`src/rtl/maze_pkg.sv`:
```
// Shared encodings and helpers for the maze game controller.
package maze_pkg;

  localparam logic [1:0] ST_WELCOME = 2'b00;
  localparam logic [1:0] ST_PLAY    = 2'b01;
  localparam logic [1:0] ST_WIN     = 2'b10;

  localparam int         MAP_BITS  = 361;
  localparam logic [4:0] START_POS = 5'd1;
  localparam logic [4:0] MIN_NUM   = 5'd5;
  localparam logic [9:0] STEP_MAX  = 10'd1023;

  typedef enum logic [1:0] {
    DIR_UP    = 2'd0,
    DIR_DOWN  = 2'd1,
    DIR_LEFT  = 2'd2,
    DIR_RIGHT = 2'd3
  } dir_e;

  // Row-major bitmap index, deliberately kept at 9 bits.
  function automatic logic [8:0] map_index(input logic [4:0] tx,
                                           input logic [4:0] ty,
                                           input logic [4:0] n);
    return 9'(ty) * 9'(n) + 9'(tx);
  endfunction

endpackage

```
`src/rtl/btn_edge.sv`:
```
// Registered rising-edge detector for one synchronous button level.
// The armed flop suppresses a press for a button held through reset.
module btn_edge (
  input  logic clk,
  input  logic rst_n,
  input  logic din,
  output logic rise
);

  logic hist_q, hist_d;
  logic armed_q, armed_d;

  always_comb begin
    hist_d  = din;
    armed_d = 1'b1;
  end

  always_ff @(posedge clk or negedge rst_n) begin
    if (!rst_n) begin
      hist_q  <= 1'b0;
      armed_q <= 1'b0;
    end else begin
      hist_q  <= hist_d;
      armed_q <= armed_d;
    end
  end

  assign rise = din & ~hist_q & armed_q;

endmodule

```
`src/rtl/maze_game_ctrl.sv`:
```
// Maze game controller: start/win sequencing, move checking against the wall bitmap.
// Optional MAZE_AUTO_REPEAT_EN adds auto-repeat of a held direction button.
//
// state        | meaning
// FSM_WELCOME  | waiting for a start press with a legal maze size
// FSM_IDLE     | playing, waiting for a direction press
// FSM_CHECK    | evaluating the latched target block
// FSM_WIN      | player reached (num-2,num-2); waiting for start
module maze_game_ctrl
  import maze_pkg::*;
#(
  parameter logic [24:0] REPEAT_CYCLES = 25'd12_500_000,
  parameter logic [4:0]  MAX_NUM       = 5'd19
) (
  input  logic                vga_clk,
  input  logic                rst_sys_n,
  input  logic                btn_start,
  input  logic                btn_up,
  input  logic                btn_down,
  input  logic                btn_left,
  input  logic                btn_right,
  input  logic [4:0]          num,
  input  logic [MAP_BITS-1:0] map,
  output logic [1:0]          state,
  output logic [4:0]          x_index,
  output logic [4:0]          y_index,
  output logic [9:0]          step_cnt
);

  localparam logic [1:0] FSM_WELCOME = 2'b00;
  localparam logic [1:0] FSM_IDLE    = 2'b01;
  localparam logic [1:0] FSM_WIN     = 2'b10;
  localparam logic [1:0] FSM_CHECK   = 2'b11;

  logic [1:0] fsm_q, fsm_d;
  logic [4:0] x_q, x_d, y_q, y_d;
  logic [4:0] tx_q, tx_d, ty_q, ty_d;
  logic [9:0] step_q, step_d;

  logic p_start, p_up, p_down, p_left, p_right;
  logic [3:0] rpt_press;
  logic [3:0] dir_press;
  logic       dir_valid;
  dir_e       dir_sel;
  logic [8:0] idx;
  logic       move_ok;
  logic [4:0] nx, ny;

  btn_edge u_edge_start (.clk(vga_clk), .rst_n(rst_sys_n), .din(btn_start), .rise(p_start));
  btn_edge u_edge_up    (.clk(vga_clk), .rst_n(rst_sys_n), .din(btn_up),    .rise(p_up));
  btn_edge u_edge_down  (.clk(vga_clk), .rst_n(rst_sys_n), .din(btn_down),  .rise(p_down));
  btn_edge u_edge_left  (.clk(vga_clk), .rst_n(rst_sys_n), .din(btn_left),  .rise(p_left));
  btn_edge u_edge_right (.clk(vga_clk), .rst_n(rst_sys_n), .din(btn_right), .rise(p_right));

`ifdef MAZE_AUTO_REPEAT_EN
  // held_*: 0 none, 1 up, 2 down, 3 left, 4 right (winning-priority level)
  logic [2:0]  held_now, held_q, held_d;
  logic [3:0]  held_1h;
  logic        held_edge;
  logic        rpt_on_q, rpt_on_d;
  logic [24:0] rpt_cnt_q, rpt_cnt_d;
  logic        rpt_fire;

  always_comb begin
    held_now = 3'd0;
    held_1h  = 4'b0000;
    if (btn_up) begin
      held_now = 3'd1; held_1h = 4'b1000;
    end else if (btn_down) begin
      held_now = 3'd2; held_1h = 4'b0100;
    end else if (btn_left) begin
      held_now = 3'd3; held_1h = 4'b0010;
    end else if (btn_right) begin
      held_now = 3'd4; held_1h = 4'b0001;
    end
    held_edge = |(held_1h & {p_up, p_down, p_left, p_right});

    held_d    = held_now;
    rpt_on_d  = rpt_on_q;
    rpt_cnt_d = rpt_cnt_q;
    rpt_fire  = 1'b0;
    if (fsm_q == FSM_WELCOME || fsm_q == FSM_WIN || held_now == 3'd0) begin
      rpt_on_d  = 1'b0;
      rpt_cnt_d = '0;
    end else if (held_edge) begin
      rpt_on_d  = 1'b1;
      rpt_cnt_d = REPEAT_CYCLES - 25'd1;
    end else if (held_now != held_q) begin
      rpt_on_d  = 1'b0;
      rpt_cnt_d = '0;
    end else if (rpt_on_q) begin
      if (rpt_cnt_q == '0) begin
        rpt_fire  = (fsm_q == FSM_IDLE);
        rpt_cnt_d = REPEAT_CYCLES - 25'd1;
      end else begin
        rpt_cnt_d = rpt_cnt_q - 25'd1;
      end
    end
    rpt_press = rpt_fire ? held_1h : 4'b0000;
  end

  always_ff @(posedge vga_clk or negedge rst_sys_n) begin
    if (!rst_sys_n) begin
      held_q    <= 3'd0;
      rpt_on_q  <= 1'b0;
      rpt_cnt_q <= '0;
    end else begin
      held_q    <= held_d;
      rpt_on_q  <= rpt_on_d;
      rpt_cnt_q <= rpt_cnt_d;
    end
  end
`else
  assign rpt_press = 4'b0000;
`endif

  always_comb begin
    dir_press = {p_up, p_down, p_left, p_right} | rpt_press;
    dir_valid = |dir_press;
    if (dir_press[3])      dir_sel = DIR_UP;
    else if (dir_press[2]) dir_sel = DIR_DOWN;
    else if (dir_press[1]) dir_sel = DIR_LEFT;
    else                   dir_sel = DIR_RIGHT;
  end

  // A coordinate that wrapped below zero shows up as > num-1 and is rejected.
  always_comb begin
    idx     = map_index(tx_q, ty_q, num);
    move_ok = (tx_q <= num - 5'd1) && (ty_q <= num - 5'd1) &&
              (idx < 9'(MAP_BITS)) && !map[idx];
  end

  always_comb begin
    fsm_d  = fsm_q;
    x_d    = x_q;
    y_d    = y_q;
    tx_d   = tx_q;
    ty_d   = ty_q;
    step_d = step_q;
    nx     = x_q;
    ny     = y_q;
    case (fsm_q)
      FSM_WELCOME: begin
        if (p_start && num >= MIN_NUM && num <= MAX_NUM) begin
          fsm_d  = FSM_IDLE;
          x_d    = START_POS;
          y_d    = START_POS;
          step_d = '0;
        end
      end
      FSM_IDLE: begin
        if (dir_valid) begin
          fsm_d = FSM_CHECK;
          tx_d  = x_q;
          ty_d  = y_q;
          case (dir_sel)
            DIR_UP:   ty_d = y_q - 5'd1;
            DIR_DOWN: ty_d = y_q + 5'd1;
            DIR_LEFT: tx_d = x_q - 5'd1;
            default:  tx_d = x_q + 5'd1;
          endcase
        end
      end
      FSM_CHECK: begin
        if (move_ok) begin
          nx = tx_q;
          ny = ty_q;
          if (step_q != STEP_MAX) step_d = step_q + 10'd1;
        end
        x_d   = nx;
        y_d   = ny;
        fsm_d = (nx == num - 5'd2 && ny == num - 5'd2) ? FSM_WIN : FSM_IDLE;
      end
      FSM_WIN: begin
        if (p_start) fsm_d = FSM_WELCOME;
      end
      default: fsm_d = FSM_WELCOME;
    endcase
  end

  always_ff @(posedge vga_clk or negedge rst_sys_n) begin
    if (!rst_sys_n) begin
      fsm_q  <= FSM_WELCOME;
      x_q    <= '0;
      y_q    <= '0;
      tx_q   <= '0;
      ty_q   <= '0;
      step_q <= '0;
    end else begin
      fsm_q  <= fsm_d;
      x_q    <= x_d;
      y_q    <= y_d;
      tx_q   <= tx_d;
      ty_q   <= ty_d;
      step_q <= step_d;
    end
  end

  always_comb begin
    case (fsm_q)
      FSM_IDLE, FSM_CHECK: state = ST_PLAY;
      FSM_WIN:             state = ST_WIN;
      default:             state = ST_WELCOME;
    endcase
  end

  assign x_index  = x_q;
  assign y_index  = y_q;
  assign step_cnt = step_q;

endmodule
```
`config.mk`:
```
export PLATFORM = sky130hd
export DESIGN_NAME = maze_game_ctrl
export DESIGN_NICKNAME = d
export VERILOG_FILES = /design/src/rtl/maze_pkg.sv /design/src/rtl/btn_edge.sv /design/src/rtl/maze_game_ctrl.sv
export SDC_FILE = /design/constraint.sdc
export NUM_CORES = 1
export LEC_CHECK = 0
export CORE_AREA = 2 2 153 155
export DETAILED_ROUTE_END_ITERATION = 8
export DIE_AREA = 0 0 155 157
export SKIP_LAST_GASP = 1
export SLEW_MARGIN = 25
export SYNTH_ARGS = -nofsm -noshare
export SYNTH_HDL_FRONTEND = slang
export SYNTH_SLANG_ARGS = --single-unit
```
`constraint.sdc`:
```
create_clock -name vga_clk -period 17.16 [get_ports vga_clk]
set_clock_uncertainty 0.2 [all_clocks]
set_input_delay 3.432 -clock vga_clk [delete_from_list [all_inputs] [get_ports vga_clk]]
set_output_delay 3.432 -clock vga_clk [all_outputs]
set_load 0.1 [all_outputs]
```
==> out/metrics.cfg <==
[critical_path]
cp-start-kind = primary input
r2r_end = step_cnt[0]
ff2ff_path_depth = 17
rrSetupSlack_ns = 10.36
crit_fanout = 29
startpoint = num[0]
crit_path_end_kind = register
crit_type = in2reg
arrival_ns = 10.16
timing.rr.start = ty_q[2]
required_ns = 17.11

[placed_design]
dp.final_hpwl_mm = 25.3
dp_cells = 1295
gp_congestion = 0.864
port_buffers = 394

[yosys]
yosys_warnings = 0
yosysMostFrequentCell = nand2_1
seq_area_frac_synth = 0.145
synth.top_cells.by_area = mux4_2, dfrtp_1, mux2i_1
synthDistinctLibCells = 60
ys_ff_latch = 38
yosysTopAreaCellShare = 0.209
syn_nets = 1091
yosys.area.top_type = mux4_2
synth_common_cells = nand2_1, mux4_2, mux2i_1
netlist_instances = 660
avgSynthCellArea_um2 = 9.97
syn_area_um2 = 6580
synth_ff_type = dfrtp_1
synth_edf_count = 0
ys_async_sr_fraction = 1.00

[flow_run]
drv_cap = 0

[die]
ios = 395
core_um2 = 22500
die_w_um = 155
placementRows = 55
fp.dieArea_um2 = 24300
die_height_um = 157
start_util = 0.292

[clock_tree]
htree_levels = 2
cts_resized = 0
post-cts-setup-buffers = 0
numCtsBuffers = 5
clock_path_buffers = 2
cts_tree = built
cts.sinks = 38
cts_hold_buf = 0
cts-root-buf = clkbuf_16
clock_latency_ns = 0.28
path_clk_slew_ns = 0.06

[routing]
ant_nets = 0
first_iter_violations = 441
vias_per_cell = 5.32
drc = 0
vias = 6950
drt_wl_total_mm = 30.1
first_pass_iters = 5
wl_per_cell_um = 23.0

[timing]
fmax_mhz = 98.0
slew_headroom = 0.333
grt_setup_unrepaired = false
tightest_slew_ns = 0.997
slew_viol_final = 0
hold_violations = 0
whs_ns = 0.365
setup_violations = 0
finalCritPeriodShare = 0.595
fin_crit_ns = 10.21
fin_tns_setup_ns = 0

[global_routing]
antenna_found_initial = 3
track_usage = 0.241
grt_pass1_vias = 7312
grt_max_degree = 63
grt_pass1_wl_mm = 44.4
grt-ovfl-total = 0

[hold_path]
hold-path-endpoint = step_cnt[5]
worstHoldStart = step_cnt[5]
hp-class = reg2reg
worstHoldPathCells = 2

[power_and_ir_drop]
p_int_mw = 1.08
power_density_nw_per_um2 = 218
comb_power_share = 0.879
power_frac_seq = 0.069
clkPwrFrac = 0.051
switching_share = 0.545
ir_drop_uv = 162
finalPower_mw = 2.36
switchingPower_mw = 1.29
leakage_nw = 4.30

[final_layout]
finalNetCount = 1449
stdcell_count = 1306
layout-drive-gt1-share = 0.0854
area_delta_synth_final_pct = 64.6

[status]
status = finished clean

per-layer routing:
metal  GRT usage  wire [um]  share of wire  up-vias
met3      0.0666       2590          0.086       46
met1       0.296      12500           0.41     3327
met4      0.0608        764          0.025        2
li1            -          -              -     3250
met2       0.420      14200           0.47      325
met5           0         13        0.00043        -
critical path: stages:
cell and delay (ns):
clkdlybuf4s50_1 0.68, and2_1 0.32, fa_1 0.45, ha_1 0.28
ha_1 0.29, ha_1 0.23, fa_1 0.98, inv_1 0.44
nand2_1 0.35, a21oi_1 0.07, or4_1 0.52, nand4b_1 0.10
o21ai_0 0.14, nor4_4 0.54, and2b_1 0.81, o21ai_1 0.26
nand3b_1 0.15, o21ai_0 0.09
layout by cell type (no fill, tap or decap), types with 6 or more instances in the layout:
master           instances
nor2_1                  25
dfrtp_1                 38
and2_1                  18
nand3_1                 12
nor3_1                  12
nand3b_1                 7
nand4_1                  7
a22oi_1                 18
mux4_2                  61
a21oi_1                 31
mux2i_1                 59
o21a_1                   7
clkdlybuf4s50_1        394
xor2_1                  15
o21ai_0                 39
fa_1                    15
ha_1                    41
nand2_1                 70
buf_4                    6
xnor2_1                 13
mux4_1                  11
inv_1                   28
worst max-delay path by stage:
| stage | to | slack (ns) | cells after the start |
|---|---|---|---|
| finish | step_cnt[0] | 6.95 | 18 |
| global route | step_cnt[1] | 6.46 | 18 |
| CTS | step_cnt[0] | 6.68 | 18 |
| detailed placement | step_cnt[0] | 6.38 | 18 |
| floorplan | fsm_q[0] | 8.58 | 18 |
| global placement | step_cnt[2] | 6.55 | 18 |
cell type report:
type                       instances  area (um^2)
tap                              285          357
multi-input combinational        543         5190
clock buffer                       5          125
clock inverter                     3         68.8
antenna                            2         5.00
sequential                        38          951
fill                            2093        11700
timing repair buffer             401         4020
inverter                          29          109
sequential cells by signal (all words and copies together) (netlist names):
signal and count:
u_edge_left.hist_q 1, u_edge_start.hist_q 1, fsm_q 2, step_cnt 10, u_edge_right.armed_q 1, x_index 5, y_index 5, u_edge_up.hist_q 1
tx_q 5, u_edge_right.hist_q 1, u_edge_down.hist_q 1, ty_q 5
power groups by stage:
stage / logic (mW) / clock network (mW) / registers, mW
floorplan: 1.51 / 0 / 0.209
global placement: 2.04 / 0 / 0.166
detailed placement: 2.06 / 0 / 0.166
CTS: 2.07 / 0.123 / 0.164
global route: 2.26 / 0.126 / 0.170
finish: 2.08 / 0.121 / 0.164
through the flow:
step	utilization	cell area [um^2]	worst slack (ns)
finish	0.481	10800	6.95
global route	0.481	10800	6.46
CTS	0.479	10800	6.68
detailed placement	0.471	10600	6.38
global placement	0.471	10600	6.55
floorplan	-	6580	8.58
cell families after synthesis:
| logic type | after synthesis | share of synthesized area |
|---|---|---|
| AND/OR/NAND/NOR | 181 | 0.136 |
| flip-flops | 38 | 0.145 |
| multiplexers | 133 | 0.346 |
| other | 1 | 0.000570 |
| buffers and inverters | 79 | 0.0694 |
| AO/OA/AOI/OAI | 141 | 0.136 |
| adder cells (fa/ha/maj) | 58 | 0.127 |
| XOR/XNOR | 29 | 0.0398 |
No activity file was read; power rests on OpenSTA's default activity.
